File: config.mk
export PLATFORM = sky130hd
export DESIGN_NAME = udp_frame_launcher
export DESIGN_NICKNAME = d
export VERILOG_FILES = /design/src/rtl/udp_frame_launcher.sv
export SDC_FILE = /design/constraint.sdc
export NUM_CORES = 1
export LEC_CHECK = 0
export ABC_AREA = 1
export BUFFER_PORTS_ARGS = -buffer_cell sky130_fd_sc_hd__buf_4
export CAP_MARGIN = 10
export CORE_MARGIN = 1
export CORE_UTILIZATION = 57
export CTS_CLUSTER_SIZE = 20
export DETAILED_ROUTE_END_ITERATION = 12
export GPL_ROUTABILITY_DRIVEN = 1
export HOLD_SLACK_MARGIN = 0.02
export PLACE_DENSITY = 0.79
export RECOVER_POWER = 50
export SYNTH_ARGS = -nofsm -noshare
export SYNTH_HDL_FRONTEND = slang
export SYNTH_SLANG_ARGS = --single-unit
File: constraint.sdc
create_clock -name m_aclk -period 2.09 [get_ports m_aclk]
set_input_delay 0 -clock m_aclk [delete_from_list [all_inputs] [get_ports m_aclk]]
set_output_delay 0 -clock m_aclk [all_outputs]
set_load 0.01 [all_outputs]
File: src/rtl/udp_frame_launcher.sv
// Burst generator: on a start edge, emits 'packet' UDP test frames (header + payload beats) on AXI-Stream.
// Optional frame counter output enabled by defining UDP_TX_STATS_EN.
module udp_frame_launcher #(
   parameter int DATA_WIDTH    = 32,
   parameter int PAYLOAD_BEATS = 8,
   parameter int IFG_CYCLES    = 4
) (
   input  logic                  m_aclk,
   input  logic                  rst,
   input  logic                  start_udp_i,
   input  logic [3:0]            host,
   input  logic [3:0]            dst,
   input  logic [3:0]            packet,
   output logic [DATA_WIDTH-1:0] m_axis_tdata,
   output logic                  m_axis_tvalid,
   input  logic                  m_axis_tready,
   output logic                  m_axis_tlast,
   output logic                  busy,
   output logic                  done
`ifdef UDP_TX_STATS_EN
   ,
   output logic [15:0]           frame_count
`endif
);

   // state | meaning
   // IDLE  | waiting for a start edge
   // HDR   | header beat presented
   // PAY   | payload beats presented
   // GAP   | inter-frame idle, gap timer counting down
   // DONE  | one-cycle done pulse
   typedef enum logic [2:0] {IDLE, HDR, PAY, GAP, DONE} state_t;

   localparam logic [15:0] LAST_BEAT = 16'(PAYLOAD_BEATS - 1);
   localparam logic [7:0]  GAP_LOAD  = 8'(IFG_CYCLES - 1);

   state_t                state_q, state_d;
   logic                  start_prev_q, start_prev_d;
   logic [3:0]            host_q, host_d, dst_q, dst_d, pkt_q, pkt_d, seq_q, seq_d;
   logic [15:0]           beat_q, beat_d;
   logic [7:0]            gap_q, gap_d;
   logic                  tvalid_q, tvalid_d, tlast_q, tlast_d;
   logic                  busy_q, busy_d, done_q, done_d;
   logic [DATA_WIDTH-1:0] tdata_q, tdata_d;
   logic                  launch, hs;
   logic [4:0]            seq_inc;
   logic [15:0]           beat_inc;

   function automatic logic [DATA_WIDTH-1:0] hdr_word(input logic [3:0] s, input logic [3:0] p,
                                                      input logic [3:0] d, input logic [3:0] h);
      hdr_word        = '0;
      hdr_word[31:0]  = {16'hCAFE, s, p, d, h};
   endfunction

   function automatic logic [DATA_WIDTH-1:0] pay_word(input logic [3:0] s, input logic [15:0] k);
      pay_word        = '0;
      pay_word[31:0]  = {12'h000, s, k};
   endfunction

   assign launch   = start_udp_i & ~start_prev_q;
   assign hs       = tvalid_q & m_axis_tready;
   assign seq_inc  = {1'b0, seq_q} + 5'd1;
   assign beat_inc = beat_q + 16'd1;

   always_comb begin
      state_d      = state_q;
      start_prev_d = start_udp_i;
      host_d       = host_q;
      dst_d        = dst_q;
      pkt_d        = pkt_q;
      seq_d        = seq_q;
      beat_d       = beat_q;
      gap_d        = gap_q;
      tvalid_d     = tvalid_q;
      tlast_d      = tlast_q;
      tdata_d      = tdata_q;
      busy_d       = busy_q;
      done_d       = 1'b0;
      unique case (state_q)
         IDLE: begin
            if (launch) begin
               host_d = host;
               dst_d  = dst;
               pkt_d  = packet;
               seq_d  = 4'd0;
               busy_d = 1'b1;
               if (packet != 4'd0) begin
                  state_d  = HDR;
                  tvalid_d = 1'b1;
                  tlast_d  = 1'b0;
                  tdata_d  = hdr_word(4'd0, packet, dst, host);
               end else begin
                  state_d = DONE;
                  done_d  = 1'b1;
               end
            end
         end
         HDR: begin
            if (hs) begin
               state_d = PAY;
               beat_d  = 16'd0;
               tdata_d = pay_word(seq_q, 16'd0);
               tlast_d = (LAST_BEAT == 16'd0);
            end
         end
         PAY: begin
            if (hs) begin
               if (tlast_q) begin
                  seq_d   = seq_inc[3:0];
                  tlast_d = 1'b0;
                  if (seq_inc < {1'b0, pkt_q}) begin
                     if (IFG_CYCLES > 0) begin
                        state_d  = GAP;
                        tvalid_d = 1'b0;
                        gap_d    = GAP_LOAD;
                     end else begin
                        state_d = HDR;
                        tdata_d = hdr_word(seq_inc[3:0], pkt_q, dst_q, host_q);
                     end
                  end else begin
                     state_d  = DONE;
                     tvalid_d = 1'b0;
                     done_d   = 1'b1;
                  end
               end else begin
                  beat_d  = beat_inc;
                  tdata_d = pay_word(seq_q, beat_inc);
                  tlast_d = (beat_inc == LAST_BEAT);
               end
            end
         end
         GAP: begin
            // gap timer is a down-counter; terminal count hands over to the next header
            if (gap_q == 8'd0) begin
               state_d  = HDR;
               tvalid_d = 1'b1;
               tdata_d  = hdr_word(seq_q, pkt_q, dst_q, host_q);
            end else begin
               gap_d = gap_q - 8'd1;
            end
         end
         DONE: begin
            state_d = IDLE;
            busy_d  = 1'b0;
         end
         default: state_d = IDLE;
      endcase
   end

   always_ff @(posedge m_aclk) begin
      if (rst) begin
         state_q      <= IDLE;
         start_prev_q <= 1'b1;   // a level held through reset is not an edge
         host_q       <= '0;
         dst_q        <= '0;
         pkt_q        <= '0;
         seq_q        <= '0;
         beat_q       <= '0;
         gap_q        <= '0;
         tvalid_q     <= 1'b0;
         tlast_q      <= 1'b0;
         tdata_q      <= '0;
         busy_q       <= 1'b0;
         done_q       <= 1'b0;
      end else begin
         state_q      <= state_d;
         start_prev_q <= start_prev_d;
         host_q       <= host_d;
         dst_q        <= dst_d;
         pkt_q        <= pkt_d;
         seq_q        <= seq_d;
         beat_q       <= beat_d;
         gap_q        <= gap_d;
         tvalid_q     <= tvalid_d;
         tlast_q      <= tlast_d;
         tdata_q      <= tdata_d;
         busy_q       <= busy_d;
         done_q       <= done_d;
      end
   end

`ifdef UDP_TX_STATS_EN
   logic [15:0] frame_count_q, frame_count_d;

   always_comb begin
      frame_count_d = frame_count_q;
      if (hs && tlast_q) frame_count_d = frame_count_q + 16'd1;
   end

   always_ff @(posedge m_aclk) begin
      if (rst) frame_count_q <= '0;
      else     frame_count_q <= frame_count_d;
   end

   assign frame_count = frame_count_q;
`endif

   assign m_axis_tdata  = tdata_q;
   assign m_axis_tvalid = tvalid_q;
   assign m_axis_tlast  = tlast_q;
   assign busy          = busy_q;
   assign done          = done_q;

endmodule

### After elaboration in Yosys (flattened, before gate mapping)

Index checks and enable logic that the tools add are counted.

| word-level totals | value |
|---|---|
| flip-flop bits (word level) | 80 |
| latch bits | 0 |
| RAM bits | 0 |
| ROM bits | 0 |
| bits of input ports | 16 |
| output and inout bits | 36 |
| word-level logic and storage cells | 101 |
| memories | 0 |

| operators by class | value |
|---|---|
| $add $sub $neg | 3 |
| multipliers | 0 |
| div/mod/pow operators | 0 |
| $lt $le $gt $ge | 1 |
| eq/ne operators | 14 |
| shifts and indexed selects | 0 |
| mux-type cells | 48 |
| bitwise operators | 3 |
| reduce and logical (&&, ||, !) cells | 19 |

Operators by type and width:

| cell | number |
|---|---|
| two-way mux 32 bit | 6 |
| one-hot mux 32 bit (4 select lines) | 1 |
| two-way mux 16 bit | 3 |
| two-way mux 8 bit | 4 |
| one-hot mux 16 bit (2 select lines) | 1 |
| two-way mux 3 bit | 7 |
| inequality test 2 bit, second input constant | 9 |
| adder 16 x 1 -> 16 bit, second input constant | 1 |
| equality test 16 x 3 -> 1 bit, second input constant | 1 |
| two-way mux 1 bit | 16 |
| one-hot mux 8 bit (2 select lines) | 1 |
| AND reduction 5 bit | 3 |
| two-way mux 4 bit | 3 |
| one-hot mux 3 bit (4 select lines) | 1 |
| zero test 8 bit | 1 |
| one-hot mux 4 bit (2 select lines) | 1 |
| AND reduction 4 bit | 2 |
| nonzero test 2 bit | 4 |
| nonzero test 4 bit | 2 |
| subtractor 8 x 1 -> 8 bit, second input constant | 1 |
| AND reduction 7 bit | 1 |
| equality test 3 x 2 -> 1 bit, second input constant | 2 |
| one-hot mux 1 bit (3 select lines) | 2 |
| AND reduction 6 bit | 1 |
| other kinds (10) | 14 |

### Logic depth before layout (Yosys ltp)

| logic depth | value |
|---|---|
| depth in word-level cells | 6 |
| mapped depth | 14 |
| depth with buffers taken out | 12 |

### Worst setup path after synthesis

No wires, ideal clock.

| path | value |
|---|---|
| path kind | reg2reg |
| start | register seq_q[0] |
| end | register gap_q[2] |
| setup time | 0.070 ns |
| arrival | 1.714 ns |
| required time | 2.020 ns |
| path slack | 0.306 ns |
| stages on the path, launching flop included | 13 |
| path buffers | 0 |
| period minus slack after synthesis | 1.784 ns |
| cells stage by stage | dfxtp_1 > ha_1 > nand2_1 > inv_1 > nor2_1 > ha_1 > nand3_1 > o2111ai_1 > nand2_1 > nand3_2 > inv_2 > nand2_1 > a21oi_1 |

| on the way | value |
|---|---|
| longest elaborated chain between the ends | 4 |

RTL lines:

| item | RTL line | source |
|---|---|---|
| start: declaration | 39 | `logic [3:0] host_q, host_d, dst_q, dst_d, pkt_q, pkt_d, seq_q, seq_d;` |
| start signal: assignment | 171 | `seq_q <= seq_d;` |
| adder 4 x 1 -> 5 bit | 62 | `assign seq_inc = {1'b0, seq_q} + 5'd1;` |
| < comparator 5 x 4 -> 1 bit | 111 | `if (seq_inc < {1'b0, pkt_q}) begin` |
| inequality test 2 bit (no line) | -- |  |
| AND reduction 5 bit (no line) | -- |  |
| end signal: assignment | 173 | `gap_q <= gap_d;` |
| end: declaration | 41 | `logic [7:0] gap_q, gap_d;` |

Every way passes these cells.
A chain may end at the register's enable or synchronous reset.

### Final worst setup path

| path | value |
|---|---|
| start | register seq_q[0] |
| end | register gap_q[4] |

Same word-level chain as after synthesis.

==> results.yml <==
synth:
  syn-cell-area_um2: 3690
  ys_top_cells_by_area: "dfxtp_1 (37%), nand2_1 (13%), a21oi_1 (7.6%)"
  yosysTopAreaCellShare_pct: 37.4
  synth.avg_cell_area_um2: 6.77
  synth_top_area_cell: "dfxtp_1"
  ys_types: 33
  ys_seq_area_share_pct: 37.4
  yosys_warnings: 0
  ys_ff_latch: 69
  synthesis.instances: 545
floorplanning:
  die_h_um: 82.5
  fp-row-count: 28
  core_um2: 6100
  dieArea_um2: 6800
  die_w_um: 82.5
  ios: 52
  start_util_pct: 60.6
min_path:
  hp-class: "in -> reg"
  worstHoldStart: "rst"
pwr:
  total_power_w: 0.00422
  leakagePower_nw: 1.79
  power_density_nw_per_um2: 981
  ir_drop_mv: 0.737
clock_network:
  root_buffer: "clkbuf_8"
  cts.clk_slew.worst_paths_ps: 70
  clk_path_buf_depth: 2
  cts_made_buffers: 9
  h-tree-depth: 3
  cts_tree: "done"
  cts_sinks: 69
  worst_skew_pair.late_latency_ps: 340
timing:
  tns_ps: 0
  skew_ps: 6.39
  fin_ws_ps: 132
  hold_violations: 0
  worstMarginPinSlew_ps: 531
  report.final.slew_viol_count: 0
  finalCritPeriodShare_pct: 93.7
  setup_viol: 0
  relSlewSlack_pct: 64.4
  timing.fmax_ghz: 0.511
  fin_crit_ps: 1960
routing:
  drt_first_pass_iters: 5
  drt_iter0_drc: 220
  drc: 0
  wl_mm: 9.33
  vias: 3705
  wl_per_cell_um: 13.7
  antenna_left: 0
  viasPerCell: 5.42
worst_setup_path:
  rr_startpoint: "seq_q[0]$_SDFFE_PP0P_"
  cp_top_family: "simple AND/OR/NAND/NOR gates"
  crit_slowest_cell: "dfxtp_2"
  worstSetupPathType: "reg -> reg"
  crit_required_ps: 2310
  cp-end-kind: "register"
  cp_slowest_stage_delay_ps: 350
  cp_max_fo: 6
  start_kind: "register"
  critical_path.startpoint: "seq_q[0]$_SDFFE_PP0P_"
  worstPathCellList: "ha_1, nand2_1, inv_1, nor2_2, ha_1, nand3_1, o2111ai_2, nand2_2, buf_4, nand3_2, nand2_1, a21oi_1"
  path_buf_inv: 2
  cp.arrival_ps: 2180
grt:
  grt_pass1_wl_mm: 14.6
  antenna_found_initial: 0
  grt_usage_pct: 28.7
  grt_overflow_total: 0
  grt_pass1_vias: 3237
  grt_max_degree: 45
placed_design:
  pre_cts_ws_ps: 47.2
  io_buffers: 47
  hpwl_mm: 6.45
  gp_congestion: 0.887
layout:
  num-fill-cells: 537
  antenna_cells: 0
  nets: 627
  layout-drive-gt1-share_pct: 12.7
  syn2layout_area_growth_pct: 16.3
run_status:
  status: "complete, no violations"
run:
  cap_violations: 0
[logic make-up after synthesis]
logic type | Yosys count | share of synthesized area (%)
AOI/OAI and AO/OA | 125 | 18.7
DFF | 69 | 37.4
adders and majority gates | 8 | 2.71
buffers and inverters | 86 | 10.7
and+or+nand+nor | 247 | 28.3
xor gates and xnor gates | 9 | 2.13
other | 1 | 0.102
[power by group]
| part | switching, W | internal (W) |
|---|---|---|
| clock network | 0.000516 | 0.000544 |
| logic | 0.000971 | 0.000507 |
| registers | 0.000150 | 0.00153 |
| total | 0.00164 | 0.00258 |
[cell usage in the layout, fill, tap and decap left out, types with 2 or more instances in the layout]
cell type        n
a21oi_2         10
o21ai_0         35
xnor2_1          2
o21ai_1         16
inv_2            6
nand2_1        125
nand3_1         24
inv_1           49
nor2_4           3
conb_1           4
xor2_1           7
clkbuf_8         9
a211oi_1         3
ha_1             8
a21oi_1         56
dlygate4sd3_1   13
nand4_1          9
nor3_1           4
nand2_2          5
or2_2            2
buf_4           25
nor2_2           3
nor2_1          70
clkinv_2         4
dfxtp_1         68
a221oi_1         3
clkbuf_1        34
[stage by stage]
| stage | cells | util, % | area [um^2] | hold WS, ps |
|---|---|---|---|---|
| 2_1_floorplan | 548 | - | 3700 | 91.7 |
| 3_3_place_gp | 652 | 66.7 | 4070 | 185 |
| 3_5_place_dp | 652 | 66.7 | 4070 | 197 |
| 4_1_cts | 681 | 72.0 | 4390 | 28.8 |
| 5_1_grt | 683 | 70.5 | 4300 | 32.7 |
| 6_report | 683 | 70.5 | 4300 | 24.9 |
[flip-flops by register name, indices dropped and copies added, names as in the netlist]
name           flops
pkt_q              4
m_axis_tlast       1
beat_q            16
gap_q              8
done               1
state_q            3
busy               1
dst_q              4
host_q             4
m_axis_tdata      21
m_axis_tvalid      1
start_prev_q       1
seq_q              4
[path summary, 6_finish.rpt]
check                            endpoint  slack, ps  cells after the start
max                 gap_q[4]$_SDFFE_PP0P_        130                     12
min               beat_q[14]$_SDFFE_PP0P_         20                      2
max reg2reg         gap_q[4]$_SDFFE_PP0P_        130                     12
min reg2reg  m_axis_tdata[7]$_SDFFE_PP0P_        470                      2
[worst reg2reg max path: cells and delay by family (launching register included)]
family | cells | cell delay, ps
flops | 1 | 350
buf+inv | 2 | 180
simple gates | 6 | 640
compound gates | 2 | 220
fa+ha+maj | 2 | 470
[synthesized netlist by cell type]
master       n
nand2_1    126
dfxtp_1     69
nand3_1     24
inv_2        7
ha_1         8
o21ai_1     15
conb_1       1
xor2_1       7
nand3_2      1
or2_2        2
buf_1        1
nand2_2      4
o2111ai_1    1
xnor2_1      2
buf_6        1
nor2_2       3
buf_4       12
a21oi_1     56
nor3_1       4
a211oi_1     3
inv_1       49
o21ai_0     35
buf_8        1
a221oi_1     3
o21ai_2      1
nor2_1      70
buf_2        6
nand2_4      1
nor2_4       3
nand4_1      9
a21oi_2     10
o22ai_1      1
clkbuf_1     9
[timing repair]
item                                    in CTS  in global routing
buffers inserted                             0                  1
gates resized for setup                      0                  6
endpoints found under the hold margin       21                  0
hold buffers                                13                  0
endpoints found under the setup margin       0                 10
[final cells by class]
type | instances | area [um^2] | share of cell area [%]
Sequential cell | 69 | 1380 | 32.2
Clock inverter | 7 | 66.3 | 1.54
Multi-Input combinational cell | 394 | 1950 | 45.4
Tap cell | 75 | 93.8 | 2.18
Timing Repair Buffer | 73 | 465 | 10.8
Inverter | 56 | 213 | 4.95
Clock buffer | 9 | 124 | 2.88
[per-layer routing]
| layer | global-route usage [%] | routed length (um) |
|---|---|---|
| met1 | 35.6 | 4200 |
| met2 | 48.0 | 4450 |
| met3 | 7.14 | 458 |
| met4 | 10.7 | 220 |
| met5 | 0 | 0 |
No activity file was read; power rests on OpenSTA's default activity.
